$ cat src/rtl/simple_bus_master_if.sv
// Signal bundle between a simple_bus requester (master) and the memory-side responder (slave).
// The clock is carried as a plain port on each side.
interface simple_bus_master_if;
    logic       req;
    logic       gnt;
    logic       start;
    logic       rdy;
    logic [7:0] addr;
    logic [1:0] mode;
    logic [7:0] data_out;
    logic       data_oe;
    logic [7:0] data_in;

    modport master (
        output req, start, addr, mode, data_out, data_oe,
        input  gnt, rdy, data_in
    );

    modport slave (
        input  req, start, addr, mode, data_out, data_oe,
        output gnt, rdy, data_in
    );
endinterface

$ cat src/rtl/simple_bus_master.sv
// Queues client read/write commands and runs each on simple_bus with req/gnt/start/rdy,
// returning exactly one response (data or error) per command.
module simple_bus_master #(
    parameter int DEPTH   = 4,
    parameter int TIMEOUT = 16
) (
    input  logic                clk,
    input  logic                rst_n,
    input  logic                cmd_valid,
    output logic                cmd_ready,
    input  logic [1:0]          cmd_mode,
    input  logic [7:0]          cmd_addr,
    input  logic [7:0]          cmd_wdata,
    output logic                rsp_valid,
    output logic [7:0]          rsp_data,
    output logic                rsp_err,
    output logic                busy,
    simple_bus_master_if.master bus
);
    localparam int AW = $clog2(DEPTH);
    localparam int CW = AW + 1;
    localparam int TW = $clog2(TIMEOUT);
    localparam logic [1:0] MODE_READ  = 2'b00;
    localparam logic [1:0] MODE_WRITE = 2'b01;

    typedef enum logic [2:0] {IDLE, REQ, START, WAIT, RESP} state_t;

    logic [17:0]   fifo_mem [DEPTH];
    logic [AW-1:0] wr_ptr_reg, rd_ptr_reg;
    logic [CW-1:0] count_reg, count_next;
    logic          full, push, pop;
    logic [1:0]    head_mode;
    logic [7:0]    head_addr, head_wdata;

    state_t        state_reg, state_next;
    logic [TW-1:0] timer_reg, timer_next;
    logic [7:0]    addr_reg, addr_next;
    logic [1:0]    mode_reg, mode_next;
    logic [7:0]    wdata_reg, wdata_next;
    logic [7:0]    rdata_reg, rdata_next;
    logic          err_reg, err_next;
    logic          timer_done;

    // Readiness comes from the registered count only, so a pop never frees a slot in the same cycle.
    assign full  = (count_reg == CW'(DEPTH));
    assign push  = cmd_valid && !full;
    assign pop   = (state_reg == RESP);
    assign count_next = count_reg + CW'(push) - CW'(pop);
    assign {head_mode, head_addr, head_wdata} = fifo_mem[rd_ptr_reg];

    always_ff @(posedge clk) begin
        if (push) begin
            fifo_mem[wr_ptr_reg] <= {cmd_mode, cmd_addr, cmd_wdata};
        end
    end

    always_ff @(posedge clk or negedge rst_n) begin
        if (!rst_n) begin
            wr_ptr_reg <= '0;
            rd_ptr_reg <= '0;
            count_reg  <= '0;
        end else begin
            if (push) wr_ptr_reg <= wr_ptr_reg + AW'(1);
            if (pop)  rd_ptr_reg <= rd_ptr_reg + AW'(1);
            count_reg <= count_next;
        end
    end

    assign timer_done = (timer_reg == TW'(TIMEOUT - 1));

    always_ff @(posedge clk or negedge rst_n) begin
        if (!rst_n) begin
            state_reg <= IDLE;
            timer_reg <= '0;
            addr_reg  <= '0;
            mode_reg  <= '0;
            wdata_reg <= '0;
            rdata_reg <= '0;
            err_reg   <= 1'b0;
        end else begin
            state_reg <= state_next;
            timer_reg <= timer_next;
            addr_reg  <= addr_next;
            mode_reg  <= mode_next;
            wdata_reg <= wdata_next;
            rdata_reg <= rdata_next;
            err_reg   <= err_next;
        end
    end

    always_comb begin
        state_next = state_reg;
        timer_next = timer_reg;
        addr_next  = addr_reg;
        mode_next  = mode_reg;
        wdata_next = wdata_reg;
        rdata_next = rdata_reg;
        err_next   = err_reg;
        unique case (state_reg)
            IDLE: begin
                if (count_reg != '0) begin
                    if (head_mode[1]) begin
                        state_next = RESP;
                        err_next   = 1'b1;
                    end else begin
                        state_next = REQ;
                        timer_next = '0;
                        addr_next  = head_addr;
                        mode_next  = head_mode;
                        wdata_next = head_wdata;
                    end
                end
            end
            REQ: begin
                timer_next = timer_reg + TW'(1);
                // A grant in the last allowed cycle beats the timeout.
                if (bus.gnt) begin
                    state_next = START;
                end else if (timer_done) begin
                    state_next = RESP;
                    err_next   = 1'b1;
                    addr_next  = '0;
                    mode_next  = '0;
                    wdata_next = '0;
                end
            end
            START: begin
                state_next = WAIT;
                timer_next = '0;
            end
            WAIT: begin
                timer_next = timer_reg + TW'(1);
                if (bus.rdy) begin
                    state_next = RESP;
                    rdata_next = (mode_reg == MODE_READ) ? bus.data_in : 8'h00;
                    addr_next  = '0;
                    mode_next  = '0;
                    wdata_next = '0;
                end else if (timer_done) begin
                    state_next = RESP;
                    err_next   = 1'b1;
                    addr_next  = '0;
                    mode_next  = '0;
                    wdata_next = '0;
                end
            end
            RESP: begin
                state_next = IDLE;
                timer_next = '0;
                rdata_next = 8'h00;
                err_next   = 1'b0;
            end
            default: state_next = IDLE;
        endcase
    end

    assign cmd_ready    = !full;
    assign busy         = (state_reg != IDLE) || (count_reg != '0);
    assign rsp_valid    = (state_reg == RESP);
    assign rsp_err      = err_reg;
    assign rsp_data     = rdata_reg;

    assign bus.req      = (state_reg == REQ) || (state_reg == START) || (state_reg == WAIT);
    assign bus.start    = (state_reg == START);
    assign bus.addr     = addr_reg;
    assign bus.mode     = mode_reg;
    assign bus.data_out = wdata_reg;
    assign bus.data_oe  = ((state_reg == START) || (state_reg == WAIT)) && (mode_reg == MODE_WRITE);
endmodule
$ cat src/flat_wrapper.sv
// flat-port wrapper written by rule: the top's interface ports become plain ports
module simple_bus_master_flat 
#(
    parameter int DEPTH   = 4,
    parameter int TIMEOUT = 16
)
  (clk, rst_n, cmd_valid, cmd_ready, cmd_mode, cmd_addr, cmd_wdata, rsp_valid, rsp_data, rsp_err, busy, bus_req, bus_start, bus_addr, bus_mode, bus_data_out, bus_data_oe, bus_gnt, bus_rdy, bus_data_in);
  simple_bus_master_if bus_i ();
  input  logic clk;
  input  logic rst_n;
  input  logic cmd_valid;
  output logic cmd_ready;
  input  logic [1:0] cmd_mode;
  input  logic [7:0] cmd_addr;
  input  logic [7:0] cmd_wdata;
  output logic rsp_valid;
  output logic [7:0] rsp_data;
  output logic rsp_err;
  output logic busy;
  output wire logic [$bits(bus_i.req)-1:0] bus_req;
  output wire logic [$bits(bus_i.start)-1:0] bus_start;
  output wire logic [$bits(bus_i.addr)-1:0] bus_addr;
  output wire logic [$bits(bus_i.mode)-1:0] bus_mode;
  output wire logic [$bits(bus_i.data_out)-1:0] bus_data_out;
  output wire logic [$bits(bus_i.data_oe)-1:0] bus_data_oe;
  input wire logic [$bits(bus_i.gnt)-1:0] bus_gnt;
  input wire logic [$bits(bus_i.rdy)-1:0] bus_rdy;
  input wire logic [$bits(bus_i.data_in)-1:0] bus_data_in;
  assign bus_req = bus_i.req;
  assign bus_start = bus_i.start;
  assign bus_addr = bus_i.addr;
  assign bus_mode = bus_i.mode;
  assign bus_data_out = bus_i.data_out;
  assign bus_data_oe = bus_i.data_oe;
  assign bus_i.gnt = bus_gnt;
  assign bus_i.rdy = bus_rdy;
  assign bus_i.data_in = bus_data_in;
  simple_bus_master #(.DEPTH(DEPTH), .TIMEOUT(TIMEOUT)) u_core (.clk(clk), .rst_n(rst_n), .cmd_valid(cmd_valid), .cmd_ready(cmd_ready), .cmd_mode(cmd_mode), .cmd_addr(cmd_addr), .cmd_wdata(cmd_wdata), .rsp_valid(rsp_valid), .rsp_data(rsp_data), .rsp_err(rsp_err), .busy(busy), .bus(bus_i));
endmodule
$ cat config.mk
export PLATFORM = sky130hd
export DESIGN_NAME = simple_bus_master_flat
export DESIGN_NICKNAME = d
export VERILOG_FILES = /design/src/rtl/simple_bus_master_if.sv /design/src/rtl/simple_bus_master.sv /design/src/flat_wrapper.sv
export SDC_FILE = /design/constraint.sdc
export NUM_CORES = 1
export LEC_CHECK = 0
export CAP_MARGIN = 0
export CORE_AREA = 2 2 89 125
export DETAILED_ROUTE_END_ITERATION = 8
export DIE_AREA = 0 0 91 127
export GPL_TIMING_DRIVEN = 0
export PLACE_DENSITY = 0.66
export RECOVER_POWER = 25
export SLEW_MARGIN = 20
export SYNTH_ARGS = -nofsm -noshare
export SYNTH_HDL_FRONTEND = slang
export SYNTH_SLANG_ARGS = --single-unit
$ cat constraint.sdc
create_clock -name clk -period 2.2 [get_ports clk]
set_input_delay 0.22 -clock clk [delete_from_list [all_inputs] [get_ports clk]]
set_output_delay 0.22 -clock clk [all_outputs]
set_load 0.02 [all_outputs]
==> results.cfg, run 1 <==
[status]
outcome = complete, no violations

[layout]
regMostFlops = u_core.fifo_mem
drive_above_1_share_pct = 18.49
final_common_cell = edfxtp_1
fin_util_pct = 57.71
diodes = 0
final_area_sq_um = 5973
syn_to_final_growth_pct = 30.37
finalNonFillerCells = 522
fin_nets = 410
layout_common_cells = edfxtp_1 (72), clkdlybuf4s50_1 (45), dfrtp_1 (41)
largest_reg_flops = 72

[detailed_routing]
ant_nets = 0
drc_errors = 0
num_vias = 2664
wirelength_um = 8794
first_iter_violations = 140
viasPerCell = 5.103
drtPass1Iterations = 4
drt-wirelength-per-cell_um = 16.85

[floorplan]
die_w_um = 91
std_cell_rows = 44
die_h_um = 127
core-area_sq_um = 10350
num_io_pins = 64
die_area_sq_um = 11560
initial_core_util_pct = 44.27

[grt]
antenna_found_initial = 0
grt_overflow = 0
groute.usage.overall_pct = 16.37
grt_pass1_vias = 2760
grt_max_degree = 32
grt_pass1_wl_um = 14040

[synthesis]
synth_top_area_share_pct = 47.19
syn_area_sq_um = 4582
synth_fp_nets = 326
yosysSeqAreaShare_pct = 69.58
yosys.cell_types.count = 39
synthCells = 287
ys_seq_elements = 113
yosys.area.top_type = edfxtp_1
syn_area_per_cell_sq_um = 15.96
synth_area_leaders = edfxtp_1 (47%), dfrtp_1 (22%), mux4_2 (8.8%)
yosys_warnings = 0

[flow_run]
cap_violations = 0

[power_and_ir_drop]
p_leak_nw = 2.298
p_sw_w = 0.002772
p_comb_share_pct = 34.8
peakVddDrop_uv = 681.4
p_int_w = 0.006016
p_clk_share_pct = 28.7
seq_power_share_pct = 36.5
p_per_area_nw_per_um2 = 1471
p_total_w = 0.008788
switching_share_pct = 31.55

[worst_hold_path]
hold_class = in -> async

[timing]
slew-limit-headroom_pct = 29.64
hold_ws_ns = 0.4044
final_hold_viol_count = 0
skew_ns = 0.008844
setup_violations = 0
rsz0062_at_grt = no
period_minus_slack_ns = 2.069
finalMaxSlewViolations = 0
worstMarginPinSlew_ns = 1.055
fmax_mhz = 483.3
finalCritPeriodShare_pct = 94.06

[clock_tree]
cts_tree = done
clock_latency_ns = 0.40
cts_root_buf = clkbuf_16
cts_buffers = 17
clkTransAtPathRegs_ns = 0.05
clockBufferDepth = 2
htree_levels = 4
cts_sinks = 113

[worst_setup_path]
critical_path_class = reg -> out
slowest_stage = clkdlybuf4s50_1
arrival_ns = 1.85
required_ns = 1.98
r2r_start = u_core.state_reg[0]
path_cells = clkbuf_2 > nor2_1 > clkdlybuf4s50_1
max_stage_delay_ns = 0.61
rr_worst_depth = 9
crit_path_start_kind = register
r2r_end = u_core.count_reg[2]
rrSetupSlack_ns = 0.17
crit_fanout = 10
cp-end-kind = output pin

[placement]
placed_cell_area_sq_um = 5400
dp_cells = 489
globalplace.congestion = 0.8544
dp_hpwl_um = 5608
port_buffers = 63
synthesized netlist by cell type (all sizes together):
cell / number
ha: 7
a221oi: 1
nor2b: 2
a22o: 10
o21ai: 21
a31o: 1
or3: 1
xor2: 1
or2: 2
nor2: 6
buf: 8
nand3: 4
a211oi: 2
edfxtp: 72
nand2: 27
mux4: 18
and3: 5
nor3: 3
o311a: 1
fa: 1
and4b: 2
clkbuf: 4
mux2: 2
xnor2: 4
o21a: 2
a21oi: 5
mux2i: 1
a31oi: 1
inv: 27
nor4: 2
dfrtp: 41
and2: 1
nor3b: 2
worst max-delay path by stage:
stage | start | to | slack, ns | depth (start not counted)
CTS | u_core.count_reg[1] | busy | 0.008 | 3
floorplan | u_core.state_reg[1] | u_core.count_reg[2] | 0.16 | 9
detailed placement | u_core.rd_ptr_reg[1] | u_core.bus.addr[4] | 0.05 | 6
finish | u_core.state_reg[2] | bus_req | 0.13 | 3
global placement | rst_n | u_core.bus.data_out[6] | -0.27 | 1
global route | u_core.state_reg[0] | u_core.count_reg[2] | 0.01 | 9
layout make-up:
| class | count | area [sq um] |
|---|---|---|
| fillers | 879 | 4377 |
| repair buffers | 66 | 658.1 |
| well taps | 138 | 172.7 |
| inverters | 27 | 101.3 |
| flip-flops and latches | 113 | 3188 |
| multi-input cells | 135 | 1227 |
| clock inverters | 8 | 87.58 |
| clock buffers | 24 | 461.7 |
| plain buffers | 11 | 76.32 |
cell families after synthesis:
family	share of synthesized area (%)
buffers and inverters	3.932
and+or+nand+nor	6.472
muxes	9.558
DFF	69.58
AOI/OAI and AO/OA	7.154
xor gates and xnor gates	0.9557
adders and majority gates	2.348
worst max-delay path, delay by kind of cell (launching register included):
family | cells | cell delay [ns]
buf+inv | 2 | 0.85
simple gates | 1 | 0.12
flops | 1 | 0.48
power groups by stage:
| stage | Combinational, W | Sequential [W] | Clock [W] |
|---|---|---|---|
| after floorplan | 0.00179 | 0.00341 | 0 |
| after global placement | 0.00304 | 0.00319 | 0 |
| after detailed placement | 0.00311 | 0.00321 | 0 |
| after CTS | 0.00312 | 0.00319 | 0.00256 |
| after global routing | 0.00333 | 0.00327 | 0.00266 |
| final | 0.00306 | 0.00321 | 0.00252 |
repair_timing:
| action | CTS | global route |
|---|---|---|
| gates resized for setup | 5 | 2 |
| endpoints found under the setup margin | 5 | 14 |
| hold buffers | 1 | 0 |
| endpoints found under the hold margin | 10 | 0 |
| pin swaps | 0 | 1 |
| buffers inserted | 0 | 1 |
routing by layer:
metal  track usage [%]  up-vias  part of all wire (%)
met3             4.776        7                   3.6
met2             28.24       67                    53
met4             7.487        0                   1.1
met5                 0        -                     0
li1                  -     1232                     -
met1             18.87     1358                    42
through the flow:
| step | setup WS (ns) | setup TNS, ns |
|---|---|---|
| after CTS | 0.007804 | 0 |
| after detailed placement | 0.04836 | 0 |
| after global placement | -0.2699 | -10.83 |
| after global routing | 0.009818 | 0 |
| after floorplan | 0.1568 | 0 |
| final | 0.1307 | 0 |
Note: power is estimated with default switching activity, not from simulation.
==> run 2, diff against run 1 <==
- SKIP_CTS_REPAIR_TIMING: unset -> 1
==> run 2 against run 1 <==
First-iteration DRC count fell by 3.6%; non-clock buffer count is the same; core utilization up 0.12 points; setup slack lost 0.0020 ns.
==> results.cfg, run 2 (synthesis results as in run 1) <==
[worst_setup_path]
arrival_ns = 1.85
rrSetupSlack_ns = 0.17
setup.worst_path.start = u_core.state_reg[2]
rr_worst_depth = 9
crit_path_start_kind = register
crit_fanout = 10
required_ns = 1.98
critical_path_class = reg -> out
r2r_end = u_core.count_reg[2]
r2r_start = u_core.state_reg[0]
cp-end-kind = output pin

[layout]
fin_util_pct = 57.83
diodes = 0
final_area_sq_um = 5986
layout_common_cells = edfxtp_1 (72), clkdlybuf4s50_1 (45), dfrtp_1 (41)
final_common_cell = edfxtp_1
largest_reg_flops = 72
fin_nets = 410
regMostFlops = u_core.fifo_mem
drive_above_1_share_pct = 18.75
syn_to_final_growth_pct = 30.64

[timing]
worstMarginPinSlew_ns = 1.039
fmax_mhz = 482.8
finalMaxSlewViolations = 0
slew-limit-headroom_pct = 30.75
skew_ns = 0.007960
setup_violations = 0
hold_ws_ns = 0.4087
period_minus_slack_ns = 2.071
rsz0062_at_grt = no
final_hold_viol_count = 0
finalCritPeriodShare_pct = 94.15
setup_ws_ns = 0.1288

[clock_tree]
cts_sinks = 113
clockBufferDepth = 2
cts_root_buf = clkbuf_16
cts_tree = done
cts_buffers = 17
clkTransAtPathRegs_ns = 0.05
htree_levels = 4
clock_latency_ns = 0.40

[detailed_routing]
wl_met2_um = 4703
viasPerCell = 5.084
num_vias = 2654
wl_met3_um = 326
drt-wirelength-per-cell_um = 16.77
drtPass1Iterations = 6
drc_errors = 0
dr.max_layer_used = met4
wirelength_um = 8752
first_iter_violations = 135
wl_met1_um = 3658
ant_nets = 0

[floorplan]
core-area_sq_um = 10350
die_w_um = 91
std_cell_rows = 44
die_h_um = 127
initial_core_util_pct = 44.27
num_io_pins = 64
die_area_sq_um = 11560

[power_and_ir_drop]
peakVddDrop_uv = 661.2
p_leak_nw = 2.339
p_per_area_nw_per_um2 = 1469

[worst_hold_path]
hold_class = in -> async

[placement]
globalplace.congestion = 0.8544
dp_slack_ns = 0.04836
dp_hpwl_um = 5608
port_buffers = 63
placed_cell_area_sq_um = 5400

[grt]
grt_overflow = 0
grt_pass1_wl_um = 13990
grt_max_degree = 32
antenna_found_initial = 0
groute.usage.overall_pct = 16.33
grt_pass1_vias = 2746

[status]
outcome = complete, no violations

[flow_run]
cap_violations = 0
==> run 2: changes by cell type in the layout (fill, tap and decap cells not counted), sizes merged <==
| cell | previous run | this run |
|---|---|---|
| dlygate4sd2 | 3 | 0 |
| dlymetal6s2s | 0 | 3 |
==> run 2: critical path, cell delays in order (launching register included) <==
cell and delay (ns):
dfrtp_1 0.48, clkbuf_2 0.24, nor2_1 0.13, clkdlybuf4s50_1 0.61
==> run 2: final cells by class <==
class                      instances  area (sq um)
buffer                            11         77.57
clock buffer                      24         461.7
clock inverter                     8         87.58
fill                             880          4364
inverter                          27         101.3
multi-input combinational        135          1227
sequential                       113          3188
tap                              138         172.7
timing repair buffer              66         669.4
==> run 2: metrics by stage <==
stage	power (W)	setup TNS [ns]	std cells
after floorplan	0.005202	0	287
after global placement	0.006236	-10.83	488
after detailed placement	0.006322	0	489
after CTS	0.008879	-0.5974	521
after global routing	0.009269	0	522
final	0.008791	0	522
==> run 2: worst max path at each step <==
stage	endpoint	slack, ns	cells after the start
2_1_floorplan	u_core.count_reg[2]	0.16	9
3_3_place_gp	u_core.bus.data_out[6]	-0.27	1
3_5_place_dp	u_core.bus.addr[4]	0.05	6
4_1_cts	busy	-0.28	3
5_1_grt	u_core.count_reg[2]	0.01	9
6_report	bus_req	0.13	3
==> run 2: power breakdown <==
group | switching (W) | leakage (nW) | total (W) | internal, W
Combinational | 0.00163 | 0.890 | 0.00307 | 0.00143
Clock | 0.000841 | 0.271 | 0.00252 | 0.00168
Sequential | 0.000290 | 1.18 | 0.00321 | 0.00292
==> run 2: routing by layer <==
metal	global-route usage, %	vias to the layer above
met5	0	-
met4	7.487	0
met3	4.776	2
met2	28.15	64
met1	18.83	1352
li1	-	1236
